[config.mk]
export PLATFORM = sky130hd
export DESIGN_NAME = uart_rx_simp_bus
export DESIGN_NICKNAME = d
export VERILOG_FILES = /design/src/rtl/uart_pkg.sv /design/src/rtl/uart_rx_fifo.sv /design/src/rtl/uart_rx_simp_bus.sv
export SDC_FILE = /design/constraint.sdc
export NUM_CORES = 1
export LEC_CHECK = 0
export ABC_AREA = 1
export BUFFER_PORTS_ARGS = -buffer_cell sky130_fd_sc_hd__clkbuf_2
export CELL_PAD_IN_SITES_DETAIL_PLACEMENT = 0
export CELL_PAD_IN_SITES_GLOBAL_PLACEMENT = 2
export CORE_ASPECT_RATIO = 1.25
export CORE_UTILIZATION = 35
export DETAILED_ROUTE_END_ITERATION = 10
export PLACE_DENSITY = 0.78
export REMOVE_ABC_BUFFERS = 1
export SYNTH_ARGS = -nofsm -noshare
export SYNTH_HDL_FRONTEND = slang
export SYNTH_HIERARCHICAL = 1
export SYNTH_SLANG_ARGS = --single-unit
[constraint.sdc]
create_clock -name clk -period 2.7 [get_ports clk]
set_clock_uncertainty 0.05 [all_clocks]
set_input_delay 0.54 -clock clk [delete_from_list [all_inputs] [get_ports clk]]
set_output_delay 0.54 -clock clk [all_outputs]
set_load 0.02 [all_outputs]
[src/rtl/uart_pkg.sv]
// UART shared definitions: receiver FSM states, register map, status bits.
// Shared by the transmitter and receiver peripherals.
package uart_pkg;

  typedef enum logic [2:0] {
    IDLE,
    START,
    DATA,
    STOP,
    WAIT_IDLE
  } rx_state_t;

  localparam logic [1:0] UART_RX_DATA = 2'd0;
  localparam logic [1:0] UART_RX_STAT = 2'd1;
  localparam logic [1:0] UART_RX_POP  = 2'd2;
  localparam logic [1:0] UART_RX_CLR  = 2'd3;

  localparam int STAT_VALID = 0;
  localparam int STAT_FERR  = 1;
  localparam int STAT_OVR   = 2;

endpackage

[src/rtl/uart_rx_fifo.sv]
// Receive byte FIFO; a push while full is accepted only if a pop
// frees a slot in the same cycle.
module uart_rx_fifo #(
  parameter int DEPTH = 4,
  localparam int AW = $clog2(DEPTH),
  localparam int PW = AW + 1
) (
  input  logic          clk,
  input  logic          rst,
  input  logic          push,
  input  logic          pop,
  input  logic [7:0]    wdata,
  output logic [7:0]    head,
  output logic          empty,
  output logic          full,
  output logic [PW-1:0] level
);

  logic [7:0]    mem [DEPTH];
  logic [PW-1:0] wp;
  logic [PW-1:0] rp;
  logic          do_push;
  logic          do_pop;

  assign level   = wp - rp;
  assign empty   = (wp == rp);
  assign full    = (level == PW'(DEPTH));
  assign do_pop  = pop && !empty;
  assign do_push = push && (!full || do_pop);
  assign head    = mem[rp[AW-1:0]];

  always_ff @(posedge clk or posedge rst) begin
    if (rst) begin
      wp <= '0;
      rp <= '0;
    end else begin
      if (do_push) wp <= wp + 1'b1;
      if (do_pop)  rp <= rp + 1'b1;
    end
  end

  always_ff @(posedge clk) begin
    if (do_push) mem[wp[AW-1:0]] <= wdata;
  end

endmodule

[src/rtl/uart_rx_simp_bus.sv]
// 8N1 UART receiver with FIFO and a 4-byte register window
// on the simple external bus.
module uart_rx_simp_bus
  import uart_pkg::*;
#(
  parameter int CLK_HZ     = 27_000_000,
  parameter int BAUD       = 115_200,
  parameter int FIFO_DEPTH = 4
) (
  input  logic       clk,
  input  logic       rst,
  input  logic [1:0] adr,
  input  logic [7:0] din,
  input  logic       wr_en,
  output logic [7:0] dout,
  input  logic       rx_p,
  output logic       rx_irq
);

  localparam int CPB = CLK_HZ / BAUD;
  localparam int CW  = $clog2(CPB);
  localparam int PW  = $clog2(FIFO_DEPTH) + 1;
  localparam logic [CW-1:0] HALF = CW'(CPB / 2 - 1);
  localparam logic [CW-1:0] FULL = CW'(CPB - 1);

  logic          rx_m, rx_s;
  rx_state_t     state, state_n;
  logic [CW-1:0] cnt, cnt_n;
  logic [2:0]    bitcnt, bitcnt_n;
  logic [7:0]    sh, sh_n;
  logic          push, ferr_set;
  logic          overrun, frame_err;
  logic          pop_req, pop_ok, ovr_set;
  logic          clr_wr;
  logic [7:0]    head;
  logic          empty, full;
  logic [PW-1:0] level;
  logic [PW-1:0] level_n;
  logic          unused_din;

  assign unused_din = ^din[7:2];

  always_ff @(posedge clk or posedge rst) begin
    if (rst) begin
      rx_m <= 1'b1;
      rx_s <= 1'b1;
    end else begin
      rx_m <= rx_p;
      rx_s <= rx_m;
    end
  end

  always_ff @(posedge clk or posedge rst) begin
    if (rst) begin
      state  <= IDLE;
      cnt    <= '0;
      bitcnt <= '0;
      sh     <= '0;
    end else begin
      state  <= state_n;
      cnt    <= cnt_n;
      bitcnt <= bitcnt_n;
      sh     <= sh_n;
    end
  end

  always_comb begin
    state_n  = state;
    cnt_n    = (cnt != '0) ? cnt - 1'b1 : cnt;
    bitcnt_n = bitcnt;
    sh_n     = sh;
    push     = 1'b0;
    ferr_set = 1'b0;
    unique case (state)
      IDLE: begin
        if (!rx_s) begin
          state_n  = START;
          cnt_n    = HALF;
          bitcnt_n = '0;
        end
      end
      START: begin
        if (cnt == '0) begin
          state_n = rx_s ? IDLE : DATA;
          cnt_n   = FULL;
        end
      end
      DATA: begin
        if (cnt == '0) begin
          sh_n     = {rx_s, sh[7:1]};
          cnt_n    = FULL;
          bitcnt_n = bitcnt + 1'b1;
          if (bitcnt == 3'd7) state_n = STOP;
        end
      end
      STOP: begin
        if (cnt == '0) begin
          push     = rx_s;
          ferr_set = !rx_s;
          state_n  = rx_s ? IDLE : WAIT_IDLE;
        end
      end
      WAIT_IDLE: begin
        if (rx_s) state_n = IDLE;
      end
      default: state_n = IDLE;
    endcase
  end

  assign pop_req = wr_en && (adr == UART_RX_POP);
  assign clr_wr  = wr_en && (adr == UART_RX_CLR);
  assign pop_ok  = pop_req && !empty;
  assign ovr_set = push && full && !pop_ok;

  uart_rx_fifo #(.DEPTH(FIFO_DEPTH)) u_fifo (
    .clk   (clk),
    .rst   (rst),
    .push  (push),
    .pop   (pop_req),
    .wdata (sh),
    .head  (head),
    .empty (empty),
    .full  (full),
    .level (level)
  );

  // Occupancy after this edge, so rx_irq tracks the FIFO with no lag
  always_comb begin
    level_n = level;
    if (push && (!full || pop_ok)) level_n = level_n + 1'b1;
    if (pop_ok) level_n = level_n - 1'b1;
  end

  always_ff @(posedge clk or posedge rst) begin
    if (rst) begin
      overrun   <= 1'b0;
      frame_err <= 1'b0;
      rx_irq    <= 1'b0;
    end else begin
      if (ovr_set) overrun <= 1'b1;
      else if (clr_wr && din[0]) overrun <= 1'b0;
      if (ferr_set) frame_err <= 1'b1;
      else if (clr_wr && din[1]) frame_err <= 1'b0;
      rx_irq <= (level_n != '0);
    end
  end

  always_comb begin
    dout = 8'h00;
    unique case (adr)
      UART_RX_DATA: dout = empty ? 8'h00 : head;
      UART_RX_STAT: dout = {5'b0, overrun, frame_err, !empty};
      UART_RX_POP:  dout = 8'h00;
      UART_RX_CLR:  dout = 8'h00;
      default:      dout = 8'h00;
    endcase
  end

endmodule

==> flow_summary.json, run 1 <==
{
  "status": "finished, final reports clean",
  "port_buffers": 16,
  "syn_area_per_cell_sq_um": 10.0,
  "maxCapViolCount": 0,
  "max_freq_mhz": 381,
  "yosysSeqAreaShare": 0.557,
  "grt_pass1_wl_um": 10700,
  "cts_tree": "built",
  "wl_per_cell_um": 12.6,
  "drtIter0Drc": 72,
  "via_count": 2248,
  "cp-end-kind": "flip-flop",
  "crit_end": "rx_irq$_DFF_PP0_",
  "drive_above_1_share": 0.251,
  "routabilityCongestion": 0.739,
  "hold_viol": 0,
  "critical_path_class": "reg -> reg",
  "die-area_sq_um": 9570,
  "setup_viol_count_final": 0,
  "cp.arrival_ps": 2800,
  "reg2reg_depth": 16,
  "drt-pass1-iter-count": 4,
  "overflow": 0,
  "worstPathRequired_ps": 2870,
  "yosysTopAreaCellShare": 0.299,
  "clkTransAtPathRegs_ps": 80,
  "worst_slack_ps": 75.9,
  "ios": 23,
  "pre_cts_slack_ps": -36.4,
  "die_w_um": 87.7,
  "drcViolationCount": 0,
  "synth_flop_cell": "edfxtp_1",
  "netlist_area_sq_um": 3210,
  "cp_max_fo": 3,
  "synth_edf_count": 32,
  "ys_seq_elements": 65,
  "tightestPinTransition_ps": 499,
  "rsz0062_at_grt": "yes",
  "synthToLayoutAreaGrowth_pct": 19.0,
  "synthArstFlopShare": 0.508,
  "final_cell_mix": "nand2_1 (50), nor2_1 (38), inv_1 (35)",
  "synth.distinct_cells": 36,
  "rr_endpoint": "rx_irq$_DFF_PP0_",
  "cellLeakagePower_uw": 0.00186,
  "yosys_warnings": 6,
  "viasPerCell": 4.59,
  "cp-startpoint": "u_fifo/wp[0]$_DFFE_PP0P_",
  "postRouteAntennaNets": 0,
  "cts_root_buf": "clkbuf_8",
  "clkLatencyLatePin_ps": 330,
  "r2r_setup_slack_ps": 80,
  "slew_headroom": 0.665,
  "clock_sinks": 65,
  "synth_cells": 321,
  "die_height_um": 109,
  "start_kind": "flip-flop",
  "ir_drop_mv": 0.224,
  "grt_pass1_vias": 2234,
  "start_util": 0.365,
  "rows": 38,
  "power-per-cell-area_nw_per_um2": 762,
  "postCtsHoldBufs": 0,
  "cts_buffers": 9,
  "netlist_top_cells_area": "edfxtp_1 (30%), dfrtp_1 (24%), nand2_1 (6.1%), ha_1 (5.1%), nor2_1 (4.8%)",
  "reg2reg_from": "u_fifo/wp[0]$_DFFE_PP0P_",
  "yosysTopAreaCell": "edfxtp_1",
  "antenna_found_initial": 0,
  "core_sq_um": 8800,
  "tns_ps": 0,
  "slew_violations": 0,
  "htree_levels": 3,
  "dp.final_hpwl_um": 4420,
  "finalCritPeriodShare": 0.972,
  "num_antenna_cells": 0,
  "routed_wl_um": 6170,
  "grt_max_degree": 28,
  "hold_class": "in -> async",
  "nNetsFinal": 393,
  "cts_max_path_buffers": 2,
  "gr-usage-all-layers": 0.151,
  "mostFrequentLayoutCell": "nand2_1",
  "fin_crit_ps": 2620
}
[final cells by class]
type,instances,area (sq um)
timing repair buffer,37,241
clock buffer,9,124
tap,120,150
inverter,44,168
clock inverter,7,83.8
fill,886,4970
multi-input combinational,208,1270
sequential,65,1790
[synth_stat cells, types with 2 or more instances]
cell,instances
inv_2,3
buf_2,2
nand3_4,2
inv_1,39
o22ai_1,8
dfrtp_1,31
mux2_2,2
o21ai_0,29
o21ai_1,2
nand2_1,52
a21oi_1,4
nor3_1,2
buf_6,2
xor2_1,5
nand3_1,21
a21boi_0,2
nand2_4,4
dfstp_2,2
ha_1,13
nand4_1,5
mux2_4,5
edfxtp_1,32
nor2_1,41
[timing repair]
| item | in CTS | in global routing |
|---|---|---|
| setup endpoints to repair | 2 | 9 |
| pin swaps | 4 | 10 |
| resized for setup | 5 | 14 |
| setup buffers | 2 | 1 |
| cloned | 0 | 0 |
[cell families (layout without fill, tap and decap cells)]
logic type | after synthesis | count (layout) | share of synthesized area
adders and majority gates | 14 | 14 | 0.0569
xor gates and xnor gates | 6 | 6 | 0.0164
DFF | 65 | 65 | 0.557
buffers and inverters | 48 | 97 | 0.0623
muxes | 7 | 7 | 0.0304
AOI/OAI and AO/OA | 47 | 47 | 0.0803
and+or+nand+nor | 134 | 134 | 0.197
[metrics by stage]
stage / utilization / total power, uW / std cells / instance area (sq um) / hold slack (ps)
6_report: 0.435 / 2910 / 490 / 3820 / 66.2
5_1_grt: 0.435 / 3130 / 490 / 3820 / 62.4
4_1_cts: 0.430 / 2910 / 489 / 3780 / 53.3
3_5_place_dp: 0.403 / 1990 / 471 / 3540 / 297
3_3_place_gp: 0.403 / 1980 / 471 / 3540 / 296
2_1_floorplan: - / 1690 / 317 / 3180 / 281
[flip-flops by register name (all words and copies together), names as in the netlist]
| signal | flops |
|---|---|
| bitcnt | 3 |
| cnt | 8 |
| frame_err | 1 |
| overrun | 1 |
| rx_irq | 1 |
| rx_m | 1 |
| rx_s | 1 |
| sh | 8 |
| state | 3 |
| u_fifo/mem | 32 |
| u_fifo/rp | 3 |
| u_fifo/wp | 3 |
[critical path, stage by stage (launching register included)]
cell and delay, ps:
dfrtp_1 390, inv_2 80, ha_4 120, inv_2 30, fa_2 550, nor2_2 50, a21boi_2 150, nand2_2 100
buf_6 100, nand4_1 70, nand2_1 110, ha_2 180, inv_2 30, nor2_2 80, xor2_1 180, xor2_1 160
nand2_1 60
[power breakdown]
part	internal, uW	switching [uW]	total (uW)	leakage, uW
Combinational	404	561	964	0.000959
Sequential	1060	22.6	1080	0.000800
Clock	446	417	862	0.000103
[routing by layer]
metal	share of wire	GRT usage
met5	0	0
met4	0.014	0.0656
met3	0.017	0.0250
met2	0.51	0.254
met1	0.46	0.190
[worst min-delay path by stage]
stage                    from                        to  slack [ps]  depth (start not counted)
4_1_cts                   rst  u_fifo/wp[2]$_DFFE_PP0P_          50                          2
3_3_place_gp   rx_m$_DFF_PP1_            rx_s$_DFF_PP1_         300                          0
3_5_place_dp   rx_m$_DFF_PP1_            rx_s$_DFF_PP1_         300                          0
6_report                  rst  u_fifo/wp[2]$_DFFE_PP0P_          70                          2
2_1_floorplan             rst  u_fifo/rp[0]$_DFFE_PP0P_         280                          1
5_1_grt                   rst  u_fifo/wp[1]$_DFFE_PP0P_          60                          2
Note: power is estimated with default switching activity, not from simulation.
==> run 2, diff against run 1 <==
--- a/config.mk
+++ b/config.mk
@@ -12,7 +12,7 @@
 export CORE_ASPECT_RATIO = 1.25
 export CORE_UTILIZATION = 35
 export DETAILED_ROUTE_END_ITERATION = 10
-export PLACE_DENSITY = 0.78
+export PLACE_DENSITY_LB_ADDON = 0.15
 export REMOVE_ABC_BUFFERS = 1
 export SYNTH_ARGS = -nofsm -noshare
 export SYNTH_HDL_FRONTEND = slang
==> run 2 against run 1 <==
Effect of this change: final cell count unchanged; core utilization decreased by 0.18 points; first-iteration DRC count is 39% higher; setup slack improved by 9.2 ps; via count down 0.13%; critical path depth did not move; sequential share of layout area rose by 0.20 points; final area fell by 0.43%; maximum frequency is 0.35% higher; sequential power is essentially flat; critical endpoint unchanged; largest power group unchanged.
==> flow_summary.json, run 2 (synthesis gave the netlist of run 1 again) <==
{
  "placedCellCount": 471,
  "clock_sinks": 65,
  "hold_class": "in -> async",
  "cts_tree": "built",
  "critical_path_class": "reg -> reg",
  "largest_reg_flops": 32,
  "wl_per_cell_um": 12.8,
  "start_kind": "flip-flop",
  "dp.final_hpwl_um": 4500,
  "power-per-cell-area_nw_per_um2": 758,
  "rows": 38,
  "reg2reg_depth": 16,
  "status": "finished, final reports clean",
  "clkLatencyLatePin_ps": 340,
  "worst_slack_ps": 85.1,
  "maxCapViolCount": 0,
  "cts_buffers": 9,
  "hold_viol": 0,
  "cp-end-kind": "flip-flop",
  "setup_viol_count_final": 0,
  "postRouteAntennaNets": 0,
  "die-area_sq_um": 9570,
  "grt_pass1_wl_um": 10600,
  "tns_ps": 0,
  "core_sq_um": 8800,
  "slew_headroom": 0.691,
  "routed_wl_um": 6280,
  "cellLeakagePower_uw": 0.00186,
  "final_util": 0.433,
  "slew_violations": 0,
  "worstPathRequired_ps": 2880,
  "drive_above_1_share": 0.241,
  "ir_drop_mv": 0.224,
  "die_height_um": 109,
  "cp_max_fo": 4,
  "htree_levels": 3,
  "cts_root_buf": "clkbuf_8",
  "tightestPinTransition_ps": 459,
  "viasPerCell": 4.58,
  "mostFrequentLayoutCell": "nand2_1",
  "grt_max_degree": 28,
  "postCtsHoldBufs": 0,
  "drtIter0Drc": 100,
  "drcViolationCount": 0,
  "antenna_found_initial": 0,
  "final_cell_mix": "nand2_1 (50), nor2_1 (39), inv_1 (35)",
  "rr_endpoint": "rx_irq$_DFF_PP0_",
  "drt-pass1-iter-count": 4,
  "start_util": 0.365,
  "grt_pass1_vias": 2203,
  "stdcell_count": 490,
  "rsz0062_at_grt": "yes",
  "port_buffers": 16,
  "gr-usage-all-layers": 0.150,
  "reg2reg_from": "u_fifo/wp[0]$_DFFE_PP0P_",
  "num_antenna_cells": 0,
  "routabilityCongestion": 0.696,
  "die_w_um": 87.7,
  "ios": 23,
  "pre_cts_slack_ps": -84.3,
  "nNetsFinal": 393,
  "fin_crit_ps": 2610,
  "overflow": 0,
  "cts_max_path_buffers": 2,
  "finalCritPeriodShare": 0.968,
  "fillCellCount": 871,
  "max_freq_mhz": 382,
  "holdWs_ps": 61.4,
  "r2r_setup_slack_ps": 90,
  "cp.arrival_ps": 2800,
  "clkTransAtPathRegs_ps": 90,
  "synthToLayoutAreaGrowth_pct": 18.5,
  "via_count": 2245
}
==> run 2: cell count changes in the layout (fill, tap and decap cells not counted), moves of 2 or more <==
cell	delta
buf_2	+2
inv_6	-2
clkbuf_2	-2
clkinv_4	+2
==> run 2: worst max-delay path by stage <==
| stage | to | slack, ps | from | depth (start not counted) |
|---|---|---|---|---|
| floorplan | rx_irq$_DFF_PP0_ | -160 | u_fifo/rp[0]$_DFFE_PP0P_ | 15 |
| global placement | rx_irq$_DFF_PP0_ | -50 | u_fifo/wp[0]$_DFFE_PP0P_ | 16 |
| detailed placement | rx_irq$_DFF_PP0_ | -80 | u_fifo/wp[0]$_DFFE_PP0P_ | 16 |
| CTS | rx_irq$_DFF_PP0_ | 8 | u_fifo/wp[0]$_DFFE_PP0P_ | 16 |
| global route | rx_irq$_DFF_PP0_ | -120 | u_fifo/wp[0]$_DFFE_PP0P_ | 16 |
| finish | rx_irq$_DFF_PP0_ | 90 | u_fifo/wp[0]$_DFFE_PP0P_ | 16 |
==> run 2: through the flow <==
stage          instance area, sq um  power (uW)
3_3_place_gp                   3540        2010
3_5_place_dp                   3540        2010
4_1_cts                        3750        2870
5_1_grt                        3810        3110
6_report                       3810        2890
2_1_floorplan                  3180        1690
==> run 2: layer usage <==
| metal | wire (um) | track usage |
|---|---|---|
| met1 | 3030 | 0.185 |
| met2 | 3060 | 0.254 |
| met3 | 108 | 0.0303 |
| met4 | 84 | 0.0597 |
| met5 | 0 | 0 |
==> run 2: worst max-delay path: stages (launching register included) <==
cell,delay (ps)
dfrtp_1,400
inv_2,80
ha_4,120
inv_2,30
fa_1,470
nor2_1,150
a21boi_2,200
nand2_2,110
buf_6,140
nand4_1,50
nand2_1,70
ha_2,170
inv_2,40
nor2_2,30
xor2_1,170
xor2_1,160
nand2_1,60
==> run 2: timing repair <==
action                     in CTS  in global routing
setup endpoints to repair       1                  9
hold endpoints to repair        0                  0
gates cloned                    0                  0
buffers inserted                0                  3
pin swaps                       1                  9
resized for setup               2                 15
==> run 2: power breakdown <==
| part | switching, uW | internal, uW | total [uW] |
|---|---|---|---|
| Combinational | 557 | 409 | 966 |
| Sequential | 22.0 | 1060 | 1080 |
| Clock | 402 | 434 | 836 |
==> run 2: final cells by class <==
| type | instances | area (sq um) | share of cell area |
|---|---|---|---|
| inverter | 44 | 168 | 0.0441 |
| tap | 120 | 150 | 0.0394 |
| sequential | 65 | 1790 | 0.470 |
| timing repair buffer | 37 | 241 | 0.0634 |
| clock buffer | 9 | 124 | 0.0325 |
| clock inverter | 7 | 77.6 | 0.0204 |
| multi-input combinational | 208 | 1260 | 0.330 |
